===== src/rtl/alu_issue_ctrl.sv =====
// Registered issue front end for the combinational FullALU: one command per handshake, one response per command.
// Optional completed-operation counter output op_count is enabled by defining ALU_ISSUE_OPCNT_EN.
module alu_issue_ctrl #(
    parameter int WIDTH = 32,
    parameter int CNT_W = 16
) (
    input  logic             clk,
    input  logic             rst_n,
    input  logic             cmd_valid,
    output logic             cmd_ready,
    input  logic [1:0]       cmd_aluop,
    input  logic [3:0]       cmd_func,
    input  logic [WIDTH-1:0] cmd_a,
    input  logic [WIDTH-1:0] cmd_b,
    output logic [1:0]       ALUOp,
    output logic [3:0]       FuncCode,
    output logic [WIDTH-1:0] A,
    output logic [WIDTH-1:0] B,
    input  logic [WIDTH-1:0] ALUOut,
    input  logic             Zero,
    output logic             rsp_valid,
    input  logic             rsp_ready,
    output logic [WIDTH-1:0] rsp_result,
    output logic             rsp_zero,
    output logic             rsp_err,
`ifdef ALU_ISSUE_OPCNT_EN
    output logic [CNT_W-1:0] op_count,
`endif
    output logic             busy
);

    // Both channels use valid/ready: a transfer happens on a rising clk edge
    // where valid and ready are both high; the source holds its payload
    // stable until that edge, and ready never depends on valid.
    typedef enum logic [1:0] {
        S_IDLE = 2'd0,
        S_EXEC = 2'd1,
        S_RESP = 2'd2
    } state_t;

    state_t           state_q, state_d;
    logic [1:0]       aluop_q, aluop_d;
    logic [3:0]       func_q, func_d;
    logic [WIDTH-1:0] a_q, a_d;
    logic [WIDTH-1:0] b_q, b_d;
    logic             rsp_valid_q, rsp_valid_d;
    logic [WIDTH-1:0] rsp_result_q, rsp_result_d;
    logic             rsp_zero_q, rsp_zero_d;
    logic             rsp_err_q, rsp_err_d;
    logic             illegal;

    // Decoded from the registered command so a source changing cmd_* after accept cannot affect it.
    always_comb begin
        illegal = 1'b0;
        if (aluop_q == 2'b11) begin
            illegal = 1'b1;
        end else if (aluop_q == 2'b10) begin
            case (func_q)
                4'b0000, 4'b0010, 4'b0100, 4'b0101, 4'b1010: illegal = 1'b0;
                default:                                     illegal = 1'b1;
            endcase
        end
    end

    always_comb begin
        state_d      = state_q;
        aluop_d      = aluop_q;
        func_d       = func_q;
        a_d          = a_q;
        b_d          = b_q;
        rsp_valid_d  = rsp_valid_q;
        rsp_result_d = rsp_result_q;
        rsp_zero_d   = rsp_zero_q;
        rsp_err_d    = rsp_err_q;
        case (state_q)
            S_IDLE: begin
                if (cmd_valid) begin
                    aluop_d = cmd_aluop;
                    func_d  = cmd_func;
                    a_d     = cmd_a;
                    b_d     = cmd_b;
                    state_d = S_EXEC;
                end
            end
            S_EXEC: begin
                rsp_result_d = ALUOut;
                rsp_zero_d   = Zero;
                rsp_err_d    = illegal;
                rsp_valid_d  = 1'b1;
                state_d      = S_RESP;
            end
            S_RESP: begin
                if (rsp_ready) begin
                    rsp_valid_d = 1'b0;
                    state_d     = S_IDLE;
                end
            end
            default: begin
                rsp_valid_d = 1'b0;
                state_d     = S_IDLE;
            end
        endcase
    end

    always_ff @(posedge clk or negedge rst_n) begin
        if (!rst_n) begin
            state_q      <= S_IDLE;
            aluop_q      <= 2'b00;
            func_q       <= 4'b0000;
            a_q          <= '0;
            b_q          <= '0;
            rsp_valid_q  <= 1'b0;
            rsp_result_q <= '0;
            rsp_zero_q   <= 1'b0;
            rsp_err_q    <= 1'b0;
        end else begin
            state_q      <= state_d;
            aluop_q      <= aluop_d;
            func_q       <= func_d;
            a_q          <= a_d;
            b_q          <= b_d;
            rsp_valid_q  <= rsp_valid_d;
            rsp_result_q <= rsp_result_d;
            rsp_zero_q   <= rsp_zero_d;
            rsp_err_q    <= rsp_err_d;
        end
    end

    assign cmd_ready  = (state_q == S_IDLE);
    assign busy       = (state_q != S_IDLE);
    assign ALUOp      = aluop_q;
    assign FuncCode   = func_q;
    assign A          = a_q;
    assign B          = b_q;
    assign rsp_valid  = rsp_valid_q;
    assign rsp_result = rsp_result_q;
    assign rsp_zero   = rsp_zero_q;
    assign rsp_err    = rsp_err_q;

`ifdef ALU_ISSUE_OPCNT_EN
    logic [CNT_W-1:0] cnt_q, cnt_d;

    // Saturating count of response handshakes, illegal commands included.
    always_comb begin
        cnt_d = cnt_q;
        if (rsp_valid_q && rsp_ready && (cnt_q != {CNT_W{1'b1}})) begin
            cnt_d = cnt_q + CNT_W'(1);
        end
    end

    always_ff @(posedge clk or negedge rst_n) begin
        if (!rst_n) begin
            cnt_q <= '0;
        end else begin
            cnt_q <= cnt_d;
        end
    end

    assign op_count = cnt_q;
`else
    localparam int unused_cnt_w = CNT_W;
`endif

endmodule

===== config.mk =====
export PLATFORM = sky130hd
export DESIGN_NAME = alu_issue_ctrl
export DESIGN_NICKNAME = d
export VERILOG_FILES = /design/src/rtl/alu_issue_ctrl.sv
export SDC_FILE = /design/constraint.sdc
export NUM_CORES = 1
export LEC_CHECK = 0
export ABC_AREA = 1
export BUFFER_PORTS_ARGS = -buffer_cell sky130_fd_sc_hd__buf_2
export CORE_UTILIZATION = 45
export DETAILED_ROUTE_END_ITERATION = 8
export GPL_TIMING_DRIVEN = 1
export MAX_ROUTING_LAYER = met4
export PLACE_DENSITY = 0.88
export SKIP_CTS_REPAIR_TIMING = 1
export SLEW_MARGIN = 5
export SYNTH_ARGS = -nofsm -noshare
export SYNTH_HDL_FRONTEND = slang
export SYNTH_SLANG_ARGS = --single-unit

===== constraint.sdc =====
create_clock -name clk -period 2.1 [get_ports clk]
set_input_delay 0.21 -clock clk [delete_from_list [all_inputs] [get_ports clk]]
set_output_delay 0.21 -clock clk [all_outputs]
set_load 0.05 [all_outputs]

# Word level (Yosys, flattened, before mapping)
# Index checks and enable logic that the tools add are counted.
# word_totals
in_bits	107
ff_bits	107
# op_classes
muxes	8
reduce_logical	7
eq_ne	10
n_bitwise	1
# op_table
cell	count
$eq 4x3->1 const B	2
$eq 2x2->1 const B	3
$pmux 2 s3	1
$reduce_and 2->1	3
$reduce_or 5->1	1
$eq 4x2->1 const B	1
$eq 4x4->1 const B	1
$logic_not 4->1	1
$mux 1	4
$mux 2	2
$ne 2x2->1 const B	2
$pmux 1 s3	1
$eq 2x1->1 const B	1
$logic_not 2->1	1
$reduce_bool 2->1	1
$not 1->1	1

# Depth between registers and ports, before layout
# Gate-level depths: netlist (run 1).
# logic_depth
depth_word	5
ltp_mapped	8

# Worst setup path before layout (run 1)
# Ideal clock, no wire load.
# synth_timing
path_type	register to register
start	register state_q[0]
end	register a_q[0], in the netlist A[0]
required_time_ns	1.982
n_path_buf	3
path_stages_with_launch	8
slack_ns	0.633
period_less_slack_ns	1.467
t_arrival_ns	1.349
cell_sequence	dfrtp_1 -> buf_6 -> nor2_4 -> nand2_2 -> buf_4 -> buf_6 -> nand2_1 -> nand2_1
# synth_between
elab_chain_len	2
# synth_rtl
item	line	source
start, declared	41	state_t state_q, state_d;
start signal, assigned	117	state_q <= state_d;
$logic_not 2->1	-	
net cmd_ready	10	output logic cmd_ready,
$reduce_and 2->1 (no source line)	-	
end signal, assigned	110	a_q <= '0;
end signal, assigned	120	a_q <= a_d;
end, declared	44	logic [WIDTH-1:0] a_q, a_d;
# The timed path passes the listed nets, and every way through them passes these cells.
# A chain may end at the register's enable or synchronous reset.

# Final worst setup path (run 1)
# layout_timing
start	register state_q[0]
end	register rsp_err_q, in the netlist rsp_err
# layout_between
elab_chain_len	1
# layout_rtl
item	line	source
$eq 2x1->1	75	case (state_q)
end signal, assigned	125	rsp_err_q <= rsp_err_d;
end, declared	49	logic rsp_err_q, rsp_err_d;
# No other way between the ends.

==> results of run 1 <==
## path summary, 6_finish.rpt
| path | startpoint | end | slack (ns) | depth (start not counted) |
|---|---|---|---|---|
| max | state_q[0] | rsp_err | 0.51 | 5 |
| min in group asynchronous | rst_n | A[26] | 0.40 | 2 |
| max reg2reg | state_q[0] | rsp_err | 0.51 | 5 |
| max in group asynchronous | rst_n | rsp_result[1] | 1.07 | 3 |
| min reg2reg | B[25] | B[25] | 0.48 | 2 |
| min | cmd_b[7] | B[7] | 0.04 | 3 |
## cell usage in the layout, fill, tap and decap left out, types with 2 or more instances in the layout
master                       netlist  routed
sky130_fd_sc_hd__buf_12            0       2
sky130_fd_sc_hd__buf_2             4     212
sky130_fd_sc_hd__buf_4             1       6
sky130_fd_sc_hd__clkbuf_8          0      10
sky130_fd_sc_hd__clkinvlp_4        0       2
sky130_fd_sc_hd__dfrtp_1         107     107
sky130_fd_sc_hd__inv_1             6       6
sky130_fd_sc_hd__inv_2             2       2
sky130_fd_sc_hd__nand2_1         280     280
sky130_fd_sc_hd__nand2_2           2       2
sky130_fd_sc_hd__nand3_1          33      33
sky130_fd_sc_hd__nor2_1            4       4
sky130_fd_sc_hd__o21ai_0           3       3
## per-stage QoR
step | area [um^2] | utilization (%)
6_report | 5460 | 61.7
5_1_grt | 5460 | 61.7
4_1_cts | 5440 | 61.5
3_5_place_dp | 5260 | 59.5
3_3_place_gp | 5260 | 59.5
2_1_floorplan | 4170 | -
## metal layers
layer / track usage, % / wire [um]
met3: 4.51 / 663
met4: 10.9 / 310
met2: 37.6 / 5190
met1: 25.6 / 4020
met5: - / 0
## critical path, cell delays in order, from the launching register on
cell	delay (ns)
sky130_fd_sc_hd__dfrtp_1	0.40
sky130_fd_sc_hd__buf_4	0.34
sky130_fd_sc_hd__nand2_2	0.46
sky130_fd_sc_hd__nor2_1	0.21
sky130_fd_sc_hd__nand2_1	0.07
sky130_fd_sc_hd__nand2_1	0.06
## registers in the layout, indices dropped and copies added (netlist names)
signal and cells:
rsp_valid 1, rsp_err 1, state_q 2, rsp_zero 1
A 32, FuncCode 4, B 32, rsp_result 32
ALUOp 2
## logic make-up after synthesis
family,share of synthesized area [%]
compound gates,0.480
buf+inv,5.16
flops,64.2
simple gates,30.1
## cell type report
class	count	area (um^2)	area share, %
multi-input combinational	324	1270	23.4
inverter	8	30.0	0.550
clock inverter	5	37.5	0.688
timing repair buffer	221	1160	21.2
antenna	1	2.50	0.0459
clock buffer	11	141	2.59
sequential	107	2680	49.1
tap	108	135	2.48
==> flow_summary.ini, run 1 <==
[logic_synthesis]
netlist.top_cell.by_area = sky130_fd_sc_hd__dfrtp_1
synth-warning-count = 0
synth_most_common_cell = sky130_fd_sc_hd__nand2_1
postSynthNetCount = 571
number_of_synthesized_flops_with_an_enable_pin = 0
synth_flop_cell = sky130_fd_sc_hd__dfrtp_1
synth.ff_latch_count = 107
synth.cell_area_um2 = 4170
asyncSetResetFlopFracSynth_pct = 100
synth.lib_cells_used.distinct = 14
synth_area_per_cell_um2 = 8.98
netlist.area_leader.share_pct = 64.2
synth-seq-area-share_pct = 64.2
synthTopCellsByCount = 280 x sky130_fd_sc_hd__nand2_1, 107 x sky130_fd_sc_hd__dfrtp_1, 33 x sky130_fd_sc_hd__nand3_1, 11 x sky130_fd_sc_hd__buf_6, 9 x sky130_fd_sc_hd__clkbuf_1
syn-instance-count = 464
synthTopCellsByArea = sky130_fd_sc_hd__dfrtp_1 64%, sky130_fd_sc_hd__nand2_1 25%, sky130_fd_sc_hd__nand3_1 4.0%

[critical_path]
worst-path-max-fanout = 37
end_kind = flip-flop
cp_data_required_time_ns = 2.38
critical_path.startpoint_type = flip-flop
cp_data_arrival_time_ns = 1.88
critPathKind = reg2reg

[routing]
remaining_drc_errors = 15
ant_nets_after_route = 0
first_iter_violations = 184
first_pass_iters = 8
count_of_vias_placed_by_the_detailed_router = 3763
wl_mm = 10.2
detail_route.vias_per_cell = 4.79
route.detailed.wl_per_inst_um = 13.0

[floorplan]
fp.dieW_um = 98.2
die-height_um = 98.2
boundaryPins = 214
die-area_um2 = 9650
design.core.area_um2 = 8850
initial_core_util_pct = 47.1
row_count = 34

[outcome]
status = complete, but fails checks
failed_checks = design-rule violations

[clock_network]
root_buffer = sky130_fd_sc_hd__clkbuf_8
clock_insertion_delay_at_the_later_pin_of_the_skew_report_ns = 0.35
number_of_buffers_created_by_cts = 9
clkTransAtPathRegs_ns = 0.10
clock_sink_count = 107
tritoncts = done
max-clock-path-buffers = 2
htree_levels = 3

[timing]
max-slew-margin-rel_pct = 55.3
setup_total_negative_slack_ns = 0
timing.final.crit_share_pct = 75.9
worst_clock_skew_ns = 0.0122
setup_viol = 0
timing_max_transition_violations_final = 0
finalHoldWorstSlack_ns = 0.0440
timing.final.ws_setup_ns = 0.505
hold_viol_final = 0
fmax_ghz = 0.627
post_route_minimum_period_ns = 1.59
unrepaired_setup_endpoints_after_global_routing = false
tightest_slew_ns = 0.670

[grt]
grt_usage_pct = 22.4
gr-total-overflow = 0
vias_in_the_first_global_route = 3781
largest_net_degree_at_the_start_of_global_routing = 68
grt_first_pass_wirelength_mm = 16.8
number_of_antenna_violations_at_the_first_check_in_global_routing = 1

[cells_and_area]
layout-drive-gt1-share_pct = 35.5
final_cells = 785
fillCellCount = 787
syn_to_final_growth_pct = 30.9
nets_final = 778

[run]
timing.max_cap.violations = 0

[hold_path]
timing.hold.worst.class = in2reg

[placed_design]
pre_cts_slack_ns = 0.502
dp.final_hpwl_mm = 7.34
finalWeightedCongestion = 0.820
portBuffers = 213
post-place-cells = 767
Power of run 1 is not shown: default switching activity piles up to over one toggle a cycle in this logic, so the estimate is an artifact.
==> run 2: changes to the inputs <==
- clock period: 2.1 -> 1.6 ns (I/O delays scaled with it)
==> flow_summary.ini, run 2 (synthesized netlist as in run 1, its figures left out) <==
[clock_network]
clock_sink_count = 107
clock_insertion_delay_at_the_later_pin_of_the_skew_report_ns = 0.35
max-clock-path-buffers = 2
number_of_buffers_created_by_cts = 9
root_buffer = sky130_fd_sc_hd__clkbuf_8
clkTransAtPathRegs_ns = 0.11
tritoncts = done
htree_levels = 3

[cells_and_area]
finalCoreUtilization_pct = 66.1
fillCellCount = 679
layout.cells.most_common = sky130_fd_sc_hd__nand2_1
layout-drive-gt1-share_pct = 34.1
nets_final = 814
syn_to_final_growth_pct = 40.4
commonest_cells_after_routing_fill_and_taps_aside = 280 x sky130_fd_sc_hd__nand2_1, 212 x sky130_fd_sc_hd__buf_2, 107 x sky130_fd_sc_hd__dfrtp_1

[critical_path]
cp_data_required_time_ns = 1.44
critical_path.startpoint_type = flip-flop
worstSetupStartpoint = state_q[0]
regToRegEndpoint = rsp_result[11]
cp_data_arrival_time_ns = 1.20
end_kind = primary output
crit_path_end = cmd_ready
worst-path-max-fanout = 3
timing.rr.start = state_q[0]
r2r_cells = 5
ff2ff_setup_slack_ns = 0.28
critPathKind = reg2out

[routing]
ant_nets_after_route = 0
first_pass_iters = 9
count_of_vias_placed_by_the_detailed_router = 3958
first_iter_violations = 182
detail_route.vias_per_cell = 4.82
route.detailed.wl_per_inst_um = 13.3
wl_mm = 10.9
remaining_drc_errors = 14

[grt]
vias_in_the_first_global_route = 3714
largest_net_degree_at_the_start_of_global_routing = 74
grt_usage_pct = 22.3
grt_first_pass_wirelength_mm = 16.7
number_of_antenna_violations_at_the_first_check_in_global_routing = 1
gr-total-overflow = 0

[run]
timing.max_cap.violations = 0

[outcome]
failed_checks = design-rule violations, negative hold slack
status = complete, but fails checks

[timing]
timing.final.ws_setup_ns = 0.243
hold_viol_final = 2
tightest_slew_ns = 0.469
post_route_minimum_period_ns = 1.36
timing.final.crit_share_pct = 84.8
setup_total_negative_slack_ns = 0
finalHoldWorstSlack_ns = -0.00522
setup_viol = 0
timing_max_transition_violations_final = 0
max-slew-margin-rel_pct = 68.8
worst_clock_skew_ns = 0.0198
unrepaired_setup_endpoints_after_global_routing = false
fmax_ghz = 0.737

[placed_design]
portBuffers = 213
pre_cts_slack_ns = 0.292
dp.final_hpwl_mm = 7.44
finalWeightedCongestion = 0.825

[floorplan]
design.core.area_um2 = 8850
initial_core_util_pct = 47.1
fp.dieW_um = 98.2
die-height_um = 98.2
boundaryPins = 214
die-area_um2 = 9650
row_count = 34

[hold_path]
min_path_cells = 3
timing.hold.worst.class = in2reg
run 2: cell type report:
type                            count  area (um^2)  share of cell area (%)
Sequential cell                   107         2680                    45.8
Clock inverter                      6         70.1                    1.20
Clock buffer                       10          128                    2.18
Inverter                            8         30.0                   0.513
Antenna cell                        1         2.50                  0.0428
Multi-Input combinational cell    324         1270                    21.8
Timing Repair Buffer              257         1530                    26.2
Tap cell                          108          135                    2.31
run 2: worst min path at each step:
stage | start | to | slack [ns]
after floorplan | rst_n | ALUOp[0] | -0.14
after global placement | rst_n | A[28] | 0.06
after detailed placement | rst_n | A[22] | 0.07
after CTS | rst_n | A[22] | -0.34
after global routing | cmd_b[16] | B[16] | 0.0009
final | cmd_b[7] | B[7] | -0.005
run 2: through the flow:
step	cells	instance area (um^2)
3_3_place_gp	770	5310
2_1_floorplan	464	4170
5_1_grt	821	5850
6_report	821	5850
3_5_place_dp	770	5310
4_1_cts	786	5510
run 2: worst max-delay path, stage by stage, from the launching register on:
cell                      delay [ns]
sky130_fd_sc_hd__dfrtp_1        0.42
sky130_fd_sc_hd__nor2_4         0.15
sky130_fd_sc_hd__buf_2          0.30
run 2: layer usage:
layer | wire, um | track usage, % | up-vias
li1 | - | - | 1900
met1 | 4300 | 25.9 | 1852
met2 | 5700 | 38.4 | 182
met3 | 727 | 4.08 | 24
met4 | 225 | 8.61 | 0
met5 | 0 | - | -
Power of run 2 is left out for the same reason.
==> run 3: changes to the inputs <==
- CORE_UTILIZATION: 45 -> 41
- PLACE_DENSITY: 0.88 -> 0.85
- clock period: 1.6 -> 1.15 ns (I/O delays scaled with it)
==> flow_summary.ini, run 3 (synthesized netlist as in run 1, its figures left out) <==
[grt]
grt_usage_pct = 20.1
gr-total-overflow = 0
largest_net_degree_at_the_start_of_global_routing = 45
met2_routing_resource_usage_after_global_routing_pct = 34.9
busiest_layer = met2
globalRouteMet1Util_pct = 22.3
number_of_antenna_violations_at_the_first_check_in_global_routing = 0
gr-usage-met3_pct = 3.73
grt_first_pass_wirelength_mm = 15.8
vias_in_the_first_global_route = 3582

[timing]
setup_viol = 66
unrepaired_setup_endpoints_after_global_routing = true
finalHoldWorstSlack_ns = -0.0283
tightest_slew_ns = 0.308
worst_clock_skew_ns = 0.0125
fmax_ghz = 0.747
timing.final.crit_share_pct = 116
timing_max_transition_violations_final = 0
setup_total_negative_slack_ns = -2.15
timing.final.ws_setup_ns = -0.190
post_route_minimum_period_ns = 1.34
max-slew-margin-rel_pct = 79.5
hold_viol_final = 6

[power_and_ir_drop]
power_density_nw_per_um2 = 3320
power_leakage_nw = 3.81
totalPowerFinal_mw = 22.4
ir_drop_v = 0.00187

[critical_path]
crit_path_top_delay_cell = sky130_fd_sc_hd__dfrtp_1
end_kind = primary output
critPathKind = reg2out
cp_cell_sequence = nor2_4 > buf_6 > inv_4 > buf_8
slowest_delay_ns = 0.42
cp_data_arrival_time_ns = 1.22
cp_data_required_time_ns = 1.03
critical_path.startpoint_type = flip-flop
worst-path-max-fanout = 2

[routing]
route.detailed.wl_per_inst_um = 15.3
first_pass_iters = 4
remaining_drc_errors = 0
wl_mm = 13.9
detail_route.vias_per_cell = 4.80
first_iter_violations = 154
count_of_vias_placed_by_the_detailed_router = 4377
ant_nets_after_route = 0

[clock_network]
clock_insertion_delay_at_the_later_pin_of_the_skew_report_ns = 0.36
max-clock-path-buffers = 2
clkTransAtPathRegs_ns = 0.10
tritoncts = done
htree_levels = 3
number_of_buffers_created_by_cts = 9
root_buffer = sky130_fd_sc_hd__clkbuf_8
clock_sink_count = 107

[floorplan]
initial_core_util_pct = 42.4
design.core.area_um2 = 9820
fp.dieW_um = 103
die-height_um = 103
boundaryPins = 214
die-area_um2 = 10600
row_count = 36

[cells_and_area]
antenna_cells_inserted = 0
layout-drive-gt1-share_pct = 32.5
fillCellCount = 697
register_area_um2 = 2680
syn_to_final_growth_pct = 62.2
final_cells = 911
multi_input_area_um2 = 1280
layout.cells.most_common = sky130_fd_sc_hd__nand2_1
nets_final = 880
commonest_cells_after_routing_fill_and_taps_aside = 280 x sky130_fd_sc_hd__nand2_1, 174 x sky130_fd_sc_hd__buf_2, 107 x sky130_fd_sc_hd__dfrtp_1

[outcome]
status = complete, but fails checks
failed_checks = negative hold slack, negative setup slack

[placed_design]
dp.final_hpwl_mm = 7.60
post-place-cells = 801
portBuffers = 213
finalWeightedCongestion = 0.850
pre_cts_slack_ns = -0.0314

[run]
timing.max_cap.violations = 0

[hold_path]
timing.hold.worst.class = in2reg
run 3: cell count changes in the layout (fill, tap and decap cells not counted), moves of 5 or more:
cell                            change
sky130_fd_sc_hd__dlygate4sd3_1     +56
sky130_fd_sc_hd__buf_2             -38
sky130_fd_sc_hd__clkbuf_4          +34
sky130_fd_sc_hd__buf_8              +5
run 3: per-stage QoR:
stage,cell area [um^2],hold WS (ns),utilization [%]
detailed placement,5410,0.0282,55.1
global placement,5410,0.0230,55.1
global route,6760,-0.0374,68.8
floorplan,4180,-0.181,-
finish,6760,-0.0283,68.8
CTS,5610,-0.374,57.1
run 3: critical path, delay by kind of cell, from the launching register on:
kind | cells | cell delay, ns
AND/OR/NAND/NOR | 1 | 0.14
flip-flops | 1 | 0.42
buffers and inverters | 3 | 0.30
run 3: routing by layer:
metal | up-vias | part of all wire [%]
met3 | 49 | 6.5
met5 | - | 0
met4 | 0 | 3.5
li1 | 2037 | -
met2 | 237 | 52
met1 | 2054 | 38
run 3: layout make-up:
cell class              count  area share (%)
clock buffers              12            2.15
inverters                   8           0.555
flip-flops and latches    107            39.6
well taps                 133            2.46
repair buffers            323            35.6
multi-input cells         324            18.9
clock inverters             4           0.740
run 3: worst paths after layout:
path	start	endpoint	slack, ns	cells past startpoint
setup / recovery	state_q[0]	busy	-0.19	4
hold reg to reg	rsp_result[3]	rsp_result[3]	0.47	2
hold / removal	cmd_b[16]	B[16]	-0.03	3
min in group asynchronous	rst_n	FuncCode[1]	0.20	2
setup reg to reg	state_q[1]	B[22]	-0.08	6
max in group asynchronous	rst_n	A[23]	0.45	3
run 3: power by group:
group / switching, mW / leakage (nW) / total, mW / internal, mW
Combinational: 9.96 / 2.40 / 13.5 / 3.52
Clock: 1.21 / 0.0926 / 2.27 / 1.07
Sequential: 1.10 / 1.32 / 6.66 / 5.56
Power figures use the tool's default switching activity.
